### src/rtl/traffic_pkg.sv
// Shared definitions for the two-direction traffic-light sequencer.
//  - state_t  : FSM state encoding (four normal phases plus NIGHT)
//  - lamp_t   : one direction's {red, yellow, green} lamp set
//  - LAMP_*   : lamp-vector constants used by the output decode
//  - next_state / is_green_state : sequencing helpers for the normal cycle
package traffic_pkg;

  typedef enum logic [2:0] {
    S_G1R2  = 3'd0,
    S_Y1R2  = 3'd1,
    S_R1G2  = 3'd2,
    S_R1Y2  = 3'd3,
    S_NIGHT = 3'd4
  } state_t;

  typedef struct packed {
    logic r;
    logic y;
    logic g;
  } lamp_t;

  localparam lamp_t LAMP_R   = 3'b100;
  localparam lamp_t LAMP_Y   = 3'b010;
  localparam lamp_t LAMP_G   = 3'b001;
  localparam lamp_t LAMP_OFF = 3'b000;

  // Successor in the normal cycle; anything outside it restarts at G1R2.
  function automatic state_t next_state(input state_t s);
    case (s)
      S_G1R2:  return S_Y1R2;
      S_Y1R2:  return S_R1G2;
      S_R1G2:  return S_R1Y2;
      S_R1Y2:  return S_G1R2;
      default: return S_G1R2;
    endcase
  endfunction

  // Green phases use the long duration, yellow phases the short one.
  function automatic logic is_green_state(input state_t s);
    return (s == S_G1R2) || (s == S_R1G2);
  endfunction

endpackage

### src/rtl/traffic_control.sv
// Two-direction intersection traffic-light sequencer (Moore FSM).
// Ports:
//  CLK      in   system clock, rising edge
//  RST      in   synchronous, active-high reset
//  EN_in    in   [0] one-cycle time tick, [1] hold/freeze
//  SW1      in   1 = normal sequencing, 0 = night (flashing yellow)
//  Red1/Yellow1/Green1  out  direction-1 lamps
//  Red2/Yellow2/Green2  out  direction-2 lamps
// Each normal phase lasts exactly its duration in ticks: the countdown is
// loaded with duration-1 and the phase advances on the tick that finds 0.
module traffic_control
  import traffic_pkg::*;
#(
  parameter int GREEN_TIME  = 25,
  parameter int YELLOW_TIME = 5,
  parameter int CNT_W       = 5
) (
  input  logic       CLK,
  input  logic       RST,
  input  logic [1:0] EN_in,
  input  logic       SW1,
  output logic       Red1,
  output logic       Yellow1,
  output logic       Green1,
  output logic       Red2,
  output logic       Yellow2,
  output logic       Green2
);

  localparam logic [CNT_W-1:0] GREEN_LOAD  = CNT_W'(GREEN_TIME - 1);
  localparam logic [CNT_W-1:0] YELLOW_LOAD = CNT_W'(YELLOW_TIME - 1);

  state_t           state;
  state_t           nxt;
  logic [CNT_W-1:0] cnt;
  logic             flash;
  logic             tick;
  lamp_t            lamp1;
  lamp_t            lamp2;

  // Hold masks the tick, so a tick arriving during a freeze is dropped.
  assign tick = EN_in[0] && !EN_in[1];
  assign nxt  = next_state(state);

  // NOTE: reset is synchronous here, so it lives inside the clocked branch
  // rather than in the sensitivity list; state uses <= so every register
  // sees the pre-edge values of its neighbours.
  always_ff @(posedge CLK) begin
    if (RST) begin
      state <= S_G1R2;
      cnt   <= GREEN_LOAD;
      flash <= 1'b0;
    end else if (!SW1) begin
      if (state != S_NIGHT) begin
        // Entering night: count is left as-is, flashing starts dark.
        state <= S_NIGHT;
        flash <= 1'b0;
      end else if (tick) begin
        flash <= ~flash;
      end
    end else begin
      case (state)
        S_G1R2, S_Y1R2, S_R1G2, S_R1Y2: begin
          if (tick) begin
            if (cnt != '0) begin
              cnt <= cnt - CNT_W'(1);
            end else begin
              state <= nxt;
              cnt   <= is_green_state(nxt) ? GREEN_LOAD : YELLOW_LOAD;
            end
          end
        end
        // Leaving NIGHT and recovering from an illegal encoding both
        // restart the cycle with a full green, regardless of hold.
        default: begin
          state <= S_G1R2;
          cnt   <= GREEN_LOAD;
          flash <= 1'b0;
        end
      endcase
    end
  end

  // NOTE: both lamp sets get a default before the case so no path leaves
  // them unassigned, which would otherwise infer latches.
  always_comb begin
    lamp1 = LAMP_R;
    lamp2 = LAMP_R;
    case (state)
      S_G1R2:  lamp1 = LAMP_G;
      S_Y1R2:  lamp1 = LAMP_Y;
      S_R1G2:  lamp2 = LAMP_G;
      S_R1Y2:  lamp2 = LAMP_Y;
      S_NIGHT: begin
        lamp1 = flash ? LAMP_Y : LAMP_OFF;
        lamp2 = flash ? LAMP_Y : LAMP_OFF;
      end
      default: ;  // illegal encoding shows all-red until recovery
    endcase
  end

  assign Red1    = lamp1.r;
  assign Yellow1 = lamp1.y;
  assign Green1  = lamp1.g;
  assign Red2    = lamp2.r;
  assign Yellow2 = lamp2.y;
  assign Green2  = lamp2.g;

endmodule

### config.mk
export PLATFORM = sky130hd
export DESIGN_NAME = traffic_control
export DESIGN_NICKNAME = d
export VERILOG_FILES = /design/src/rtl/traffic_pkg.sv /design/src/rtl/traffic_control.sv
export SDC_FILE = /design/constraint.sdc
export NUM_CORES = 1
export LEC_CHECK = 0
export CAP_MARGIN = 20
export CORE_UTILIZATION = 35
export DETAILED_ROUTE_END_ITERATION = 8
export HOLD_SLACK_MARGIN = 0.06
export MAX_ROUTING_LAYER = met4
export SYNTH_ARGS = -nofsm -noshare
export SYNTH_HDL_FRONTEND = slang
export SYNTH_SLANG_ARGS = --single-unit
### constraint.sdc
create_clock -name CLK -period 3.6 [get_ports CLK]
set_clock_uncertainty 0.15 [all_clocks]
set_input_delay 0.72 -clock CLK [delete_from_list [all_inputs] [get_ports CLK]]
set_output_delay 0.72 -clock CLK [all_outputs]
set_load 0.005 [all_outputs]
==> results of run 1 <==
==> cell type report <==
class	count	area, um2
Clock buffer	4	26.3
Tap cell	15	18.8
Sequential cell	9	180
Fill cell	141	689
Timing Repair Buffer	10	100
Inverter	3	11.3
Multi-Input combinational cell	45	308
==> power by group through the flow <==
stage / clock network [mW] / registers, mW / logic [mW]
6_report: 0.0766 / 0.110 / 0.0289
5_1_grt: 0.0887 / 0.110 / 0.0326
4_1_cts: 0.0805 / 0.109 / 0.0290
3_5_place_dp: 0 / 0.112 / 0.0286
3_3_place_gp: 0 / 0.112 / 0.0292
2_1_floorplan: 0 / 0.109 / 0.0187
==> worst reg2reg max path, cell delays in order, from the launching register on <==
cell	delay, ns
dfxtp_1	0.33
inv_1	0.06
ha_1	0.16
nor4b_2	0.41
nand2_1	0.15
o21ai_1	0.30
nor2_1	0.08
==> registers in the layout (all words and copies together) (netlist names) <==
name	count
cnt	5
flash	1
state	3
==> routing by layer <==
metal / wire (um) / global-route usage / vias up
met5: 0 / - / -
met4: 7 / 0.0250 / 0
met3: 33 / 0.100 / 2
met2: 363 / 0.171 / 7
met1: 562 / 0.219 / 195
li1: - / - / 234
==> per-stage QoR <==
stage               cells   util
floorplan              59      -
global placement       82  0.463
detailed placement     82  0.463
CTS                    86  0.483
global route           86  0.483
finish                 86  0.483
==> kinds of logic after synthesis <==
group           share of synthesized area
compound gates                      0.153
xor+xnor                           0.0511
fa+ha+maj                          0.0243
buf+inv                            0.0511
flops                               0.350
mux                                0.0219
simple gates                        0.348
==> path summary, 6_finish.rpt <==
check                 from      end  slack (ns)  depth (start not counted)
hold / removal      cnt[1]   cnt[1]        0.33                          2
setup / recovery  state[2]  Yellow2        0.97                          3
hold reg to reg     cnt[1]   cnt[1]        0.33                          2
setup reg to reg    cnt[0]   cnt[2]        1.84                          6
==> placed cells by master (no fill, tap or decap), types with 2 or more instances in the layout <==
master,instances
nor2_1,7
clkbuf_4,3
nand2_1,5
a21oi_1,4
or3_1,3
or4_1,2
clkdlybuf4s50_1,10
xor2_1,3
inv_1,3
dfxtp_1,9
==> impl_metrics.json, run 1 <==
{
  "status": "completed",
  "startpoint_type": "register",
  "die_h_um": 40.3,
  "drtIter0Drc": 4,
  "die_w_um": 40.3,
  "place_worst_setup_slack_ns": 1.20,
  "grt_max_degree": 15,
  "peakVddDrop_v": 0.000215,
  "vias": 438,
  "synth_area_leader_cell": "dfxtp_1",
  "p_leak_nw": 0.235,
  "power.switching_uw": 52.1,
  "hold_buffers": 0,
  "p_seq_frac": 0.509,
  "via_per_inst": 5.09,
  "power.density_nw_per_um2": 334,
  "ys_warn_count": 0,
  "critical_path.top_delay_family": "flip-flops",
  "end_kind": "output pin",
  "synth-edff-count": 0,
  "cp_data_arrival_time_ns": 1.76,
  "cp_max_fo": 14,
  "period_minus_slack_ns": 2.63,
  "slowest_stage": "dfxtp_1",
  "yosysTopAreaCellShare": 0.350,
  "ctsLongestPathBuffers": 2,
  "post_dp_cell_area_um2": 618,
  "grt_antenna_before_repair": 0,
  "drive_gt1_frac": 0.155,
  "initial_core_util": 0.386,
  "drc": 0,
  "cap_violations": 0,
  "grt_use_total": 0.152,
  "synthArstFlopShare": 0,
  "worst-setup-path-type": "register to output pin",
  "gp_congestion": 0.798,
  "cts_tree": "done",
  "hold_class": "register to register",
  "die_area_um2": 1630,
  "path_buf_inv": 1,
  "synth_most_common_cell": "dfxtp_1",
  "p_int_uw": 163,
  "cts_resized": 0,
  "setup_viol": 0,
  "drt-wirelength-per-cell_um": 11.2,
  "fin_area_um2": 644,
  "seq_area_frac_synth": 0.350,
  "tns_ns": 0,
  "ys_types": 31,
  "clockPowerShare": 0.356,
  "syn_area_per_cell_um2": 8.72,
  "diodes": 0,
  "netlist_area_um2": 514,
  "grt_pass1_wl_um": 1540,
  "whs_ns": 0.329,
  "setup_slack_ns": 0.965,
  "nets": 78,
  "clock.fmax_mhz": 380,
  "clockRootBuffer": "clkbuf_4",
  "ys_ff_latch": 9,
  "path_cells": "nor3b_1 > a22o_2 > clkdlybuf4s50_1",
  "firstDrtPassIters": 4,
  "coreArea_um2": 1330,
  "slew_headroom": 0.689,
  "synth_cells": 59,
  "finalWirelength_um": 967,
  "synth.area.top_cells": "dfxtp_1 35%, nor2_1 5.1%, xor2_1 5.1%",
  "portBuffers": 10,
  "critPathRequiredTime_ns": 2.73,
  "drtAntennaViolNets": 0,
  "row_count": 13,
  "slew_viol_final": 0,
  "synth_top_flop_cell": "dfxtp_1",
  "hpwl_um": 698,
  "hold_viol": 0,
  "num_io_pins": 11,
  "slowest_delay_ns": 0.55,
  "post_cts_buffers": 0,
  "fin_crit_sh": 0.732,
  "grt_pass1_vias": 346,
  "syn_nets": 65,
  "grt_overflow_total": 0,
  "finalPower_uw": 215,
  "worst_pin_slew_ns": 0.462,
  "ys_top_cells_by_count": "9 x dfxtp_1, 7 x nor2_1, 5 x nand2_1",
  "h-tree-depth": 1,
  "cts_inserted_buffers": 3,
  "worstSkewPairLatency_ns": 0.25,
  "rsz0062_at_grt": "no",
  "synthToLayoutAreaGrowth_pct": 25.3,
  "swShare": 0.242,
  "path_clk_slew_ns": 0.06,
  "clock-sinks": 9,
  "comb_power_share": 0.135
}
Power figures use the tool's default switching activity.
==> inputs of run 2 (changes only) <==
Clock period 3.6 ns to 2.3 ns, I/O delays scaled along.
==> run 2 against run 1 <==
Wire length shrank 0.31%. Sequential cell count is the same. Die area is the same. Cell count grew 1.2%. Combinational power grew 67%. Register-to-register slack lost 1.3 ns. Design area grew 2.9%. Sequential power grew 54%. Sequential share of layout area grew 0.15 points. Total power grew 60%. Via count grew 0.46%. Global-route usage shrank 0.30 points. Critical path type unchanged. Highest routed layer unchanged.
==> impl_metrics.json, run 2 (synthesis gave the netlist of run 1 again) <==
{
  "status": "completed",
  "drtIter0Drc": 2,
  "ctsLongestPathBuffers": 2,
  "grt_antenna_before_repair": 0,
  "vias": 440,
  "initial_core_util": 0.386,
  "reg.largest.list": "cnt x5, state x3, flash x1",
  "nets": 79,
  "r2r-start": "cnt[0]",
  "worst-setup-path-type": "register to output pin",
  "grt_overflow_total": 0,
  "hold_class": "register to register",
  "clock-sinks": 9,
  "p_leak_nw": 0.245,
  "row_count": 13,
  "power.density_nw_per_um2": 518,
  "final_cell_mix": "10 x clkdlybuf4s50_1, 7 x nor2_1, 6 x dfxtp_1",
  "largest-register": "cnt",
  "firstDrtPassIters": 3,
  "drive_gt1_frac": 0.222,
  "hpwl_um": 697,
  "tns_ns": 0,
  "die_w_um": 40.3,
  "slew_viol_final": 0,
  "die_area_um2": 1630,
  "h-tree-depth": 1,
  "finalWirelength_um": 964,
  "slew_headroom": 0.666,
  "diodes": 0,
  "grt_max_degree": 11,
  "cap_violations": 0,
  "largest_reg_flops": 5,
  "cp_data_arrival_time_ns": 1.59,
  "dp_cells": 83,
  "end_kind": "output pin",
  "synthToLayoutAreaGrowth_pct": 29.0,
  "portBuffers": 10,
  "hold_viol": 0,
  "cts_tree": "done",
  "via_per_inst": 5.06,
  "cts_inserted_buffers": 3,
  "peakVddDrop_v": 0.000330,
  "worstSkewPairLatency_ns": 0.26,
  "setup_viol": 0,
  "drc": 0,
  "die_h_um": 40.3,
  "clock.fmax_mhz": 455,
  "coreArea_um2": 1330,
  "gp_congestion": 0.782,
  "hp-start": "cnt[1]",
  "drt-wirelength-per-cell_um": 11.1,
  "period_minus_slack_ns": 2.20,
  "layout.cells.non_filler": 87,
  "fin_crit_sh": 0.957,
  "num_io_pins": 11,
  "cp_max_fo": 10,
  "startpoint_type": "register",
  "rsz0062_at_grt": "no",
  "num-fill-cells": 132,
  "worst_pin_slew_ns": 0.495,
  "grt_use_total": 0.149,
  "finalPower_uw": 343,
  "grt_pass1_wl_um": 1500,
  "final_common_cell": "clkdlybuf4s50_1",
  "drtAntennaViolNets": 0,
  "path_clk_slew_ns": 0.06,
  "grt_pass1_vias": 345,
  "critPathLaunch": "state[0]",
  "clockRootBuffer": "clkbuf_4",
  "critPathRequiredTime_ns": 1.69
}
-- run 2: layout make-up --
class                      count  area (um2)  share of cell area
inverter                       3        11.3              0.0170
sequential                     9         186               0.281
timing repair buffer          11         108               0.162
tap                           15        18.8              0.0283
clock buffer                   4        26.3              0.0396
multi-input combinational     45         313               0.472
-- run 2: repair_timing --
item,CTS,global route
resized for setup,1,4
buffers inserted,0,0
setup endpoints to repair,1,3
hold buffers,0,0
-- run 2: worst paths after layout --
check        slack (ns)       to  depth (start not counted)
max                 0.1  Yellow1                          3
min reg2reg        0.33   cnt[1]                          2
min                0.33   cnt[1]                          2
max reg2reg        0.59   cnt[2]                          6
-- run 2: per-stage QoR --
| stage | cell area (um2) | hold slack [ns] | util | setup WS, ns |
|---|---|---|---|---|
| final | 663 | 0.326 | 0.497 | 0.0998 |
| after global routing | 663 | 0.369 | 0.497 | 0.0198 |
| after CTS | 653 | 0.324 | 0.490 | 0.0135 |
| after detailed placement | 626 | 0.314 | 0.469 | 0.174 |
| after global placement | 626 | 0.309 | 0.469 | 0.186 |
| after floorplan | 514 | 0.285 | - | 0.665 |
-- run 2: worst max-delay path, stage by stage, from the launching register on --
cell and delay, ns:
dfxtp_4 0.41, mux2_2 0.34, nor2_1 0.08, clkdlybuf4s50_1 0.50
-- run 2: per-layer routing --
layer | global-route usage | part of all wire | vias to the layer above
met2 | 0.163 | 0.38 | 8
met1 | 0.208 | 0.54 | 196
met4 | 0.0750 | 0.016 | 0
met5 | - | 0 | -
met3 | 0.0833 | 0.062 | 2
li1 | - | - | 234
-- run 2: where the power goes --
group	leakage (nW)	switching [mW]	internal, mW
logic	0.155	0.0211	0.0272
registers	0.0750	0.00755	0.162
clock network	0.0150	0.0587	0.0670
==> inputs of run 3 (changes only) <==
Clock period 2.3 ns to 1.78 ns, I/O delays scaled along.
==> run 3 against run 2 <==
Total power increased by 31%. Non-clock buffer count increased by 10. Clock-buffer cell count unchanged. Setup slack got worse by 0.038 ns. Sequential share of layout area decreased by 3.6 points. Wire length increased by 14%. Critical path depth unchanged. Via count increased by 11%. Design area increased by 12%. Register-to-register slack got worse by 0.47 ns. Hold slack got worse by 0.0056 ns. Critical endpoint unchanged. Highest routed layer is now met3.
==> impl_metrics.json, run 3 (synthesis gave the netlist of run 1 again) <==
{
  "drtIter0Drc": 7,
  "clock-sinks": 9,
  "gp_congestion": 0.808,
  "grt_antenna_before_repair": 0,
  "num_io_pins": 11,
  "startpoint_type": "register",
  "setup_viol": 0,
  "rsz0062_at_grt": "yes",
  "row_count": 13,
  "drive_gt1_frac": 0.317,
  "grt_pass1_wl_um": 1680,
  "setup_slack_ns": 0.0614,
  "period_minus_slack_ns": 1.72,
  "reg.largest.list": "cnt x5, state x3, flash x1",
  "grt_use_total": 0.168,
  "cts_tree": "done",
  "die_w_um": 40.3,
  "portBuffers": 10,
  "cp_data_arrival_time_ns": 1.21,
  "initial_core_util": 0.386,
  "slew_headroom": 0.686,
  "regToRegSetupSlack_ns": 0.12,
  "firstDrtPassIters": 4,
  "grt_overflow_total": 0,
  "grt_max_degree": 9,
  "final_common_cell": "buf_4",
  "vias": 487,
  "via_per_inst": 5.02,
  "fin_area_um2": 746,
  "drtAntennaViolNets": 0,
  "clockRootBuffer": "clkbuf_4",
  "die_h_um": 40.3,
  "nets": 89,
  "hold_viol": 0,
  "drc": 0,
  "drt-wirelength-per-cell_um": 11.3,
  "finalWirelength_um": 1100,
  "hpwl_um": 863,
  "worstSkewPairLatency_ns": 0.26,
  "worst-setup-path-type": "register to output pin",
  "coreArea_um2": 1330,
  "cap_violations": 0,
  "path_clk_slew_ns": 0.06,
  "post_dp_cell_area_um2": 701,
  "worst_pin_slew_ns": 0.466,
  "synthToLayoutAreaGrowth_pct": 45.0,
  "critPathRequiredTime_ns": 1.27,
  "num-fill-cells": 124,
  "h-tree-depth": 1,
  "p_leak_nw": 0.312,
  "whs_ns": 0.320,
  "grt_pass1_vias": 390,
  "cp_max_fo": 3,
  "status": "completed",
  "place_worst_setup_slack_ns": -0.195,
  "final_cell_mix": "11 x buf_4, 7 x nor2_1, 7 x dfxtp_1",
  "clock.fmax_mhz": 582,
  "peakVddDrop_v": 0.000404,
  "die_area_um2": 1630,
  "ctsLongestPathBuffers": 2,
  "diodes": 0,
  "power.density_nw_per_um2": 602,
  "end_kind": "output pin",
  "slew_viol_final": 0,
  "cts_inserted_buffers": 3,
  "hold_buffers": 0,
  "finalPower_uw": 449,
  "fin_crit_sh": 0.966,
  "largest-register": "cnt",
  "largest_reg_flops": 5,
  "hold_class": "register to register"
}
run 3: cell count changes in the layout (fill, tap and decap cells not counted):
cell             before  now
clkdlybuf4s15_1       0    2
clkdlybuf4s50_1      10    4
nor4b_4               0    1
buf_4                 1   11
dfxtp_1               6    7
nor2b_1               1    0
dfxtp_4               1    0
dlygate4sd2_1         0    4
nor2b_4               1    2
nor4b_2               1    0
run 3: through the flow:
step	utilization	TNS, ns	instances
finish	0.559	0	97
global route	0.559	-0.00698	97
CTS	0.551	0	97
detailed placement	0.525	-0.855	93
global placement	0.525	-0.683	93
floorplan	-	0	59
run 3: cell type report:
type / instances / area, um2 / area share
multi-input combinational: 45 / 329 / 0.441
sequential: 9 / 183 / 0.245
timing repair buffer: 21 / 178 / 0.238
clock buffer: 4 / 26.3 / 0.0352
tap: 15 / 18.8 / 0.0252
inverter: 3 / 11.3 / 0.0151
run 3: final timing paths:
path	cells after the start	from	endpoint
setup reg to reg	5	state[2]	cnt[3]
hold / removal	2	cnt[1]	cnt[1]
hold reg to reg	2	cnt[1]	cnt[1]
setup / recovery	3	state[0]	Yellow1
run 3: timing repair:
action / in CTS / in global routing
pin swaps: 1 / 0
resized for setup: 11 / 3
setup endpoints to repair: 6 / 8
buffers inserted: 0 / 0
run 3: report_power, final:
part           internal [mW]  switching [mW]
clock                 0.0861          0.0662
combinational         0.0438          0.0318
sequential             0.211          0.0101
run 3: metal layers:
layer	up-vias	GRT usage	routed length [um]
li1	255	-	-
met1	223	0.245	592
met2	9	0.183	456
met3	0	0.0667	49
met4	0	0.100	0
met5	-	-	0
run 3: worst max-delay path: stages, from the launching register on:
cell,delay [ns]
dfxtp_2,0.34
mux2_2,0.33
nor2_1,0.08
clkdlybuf4s15_1,0.21
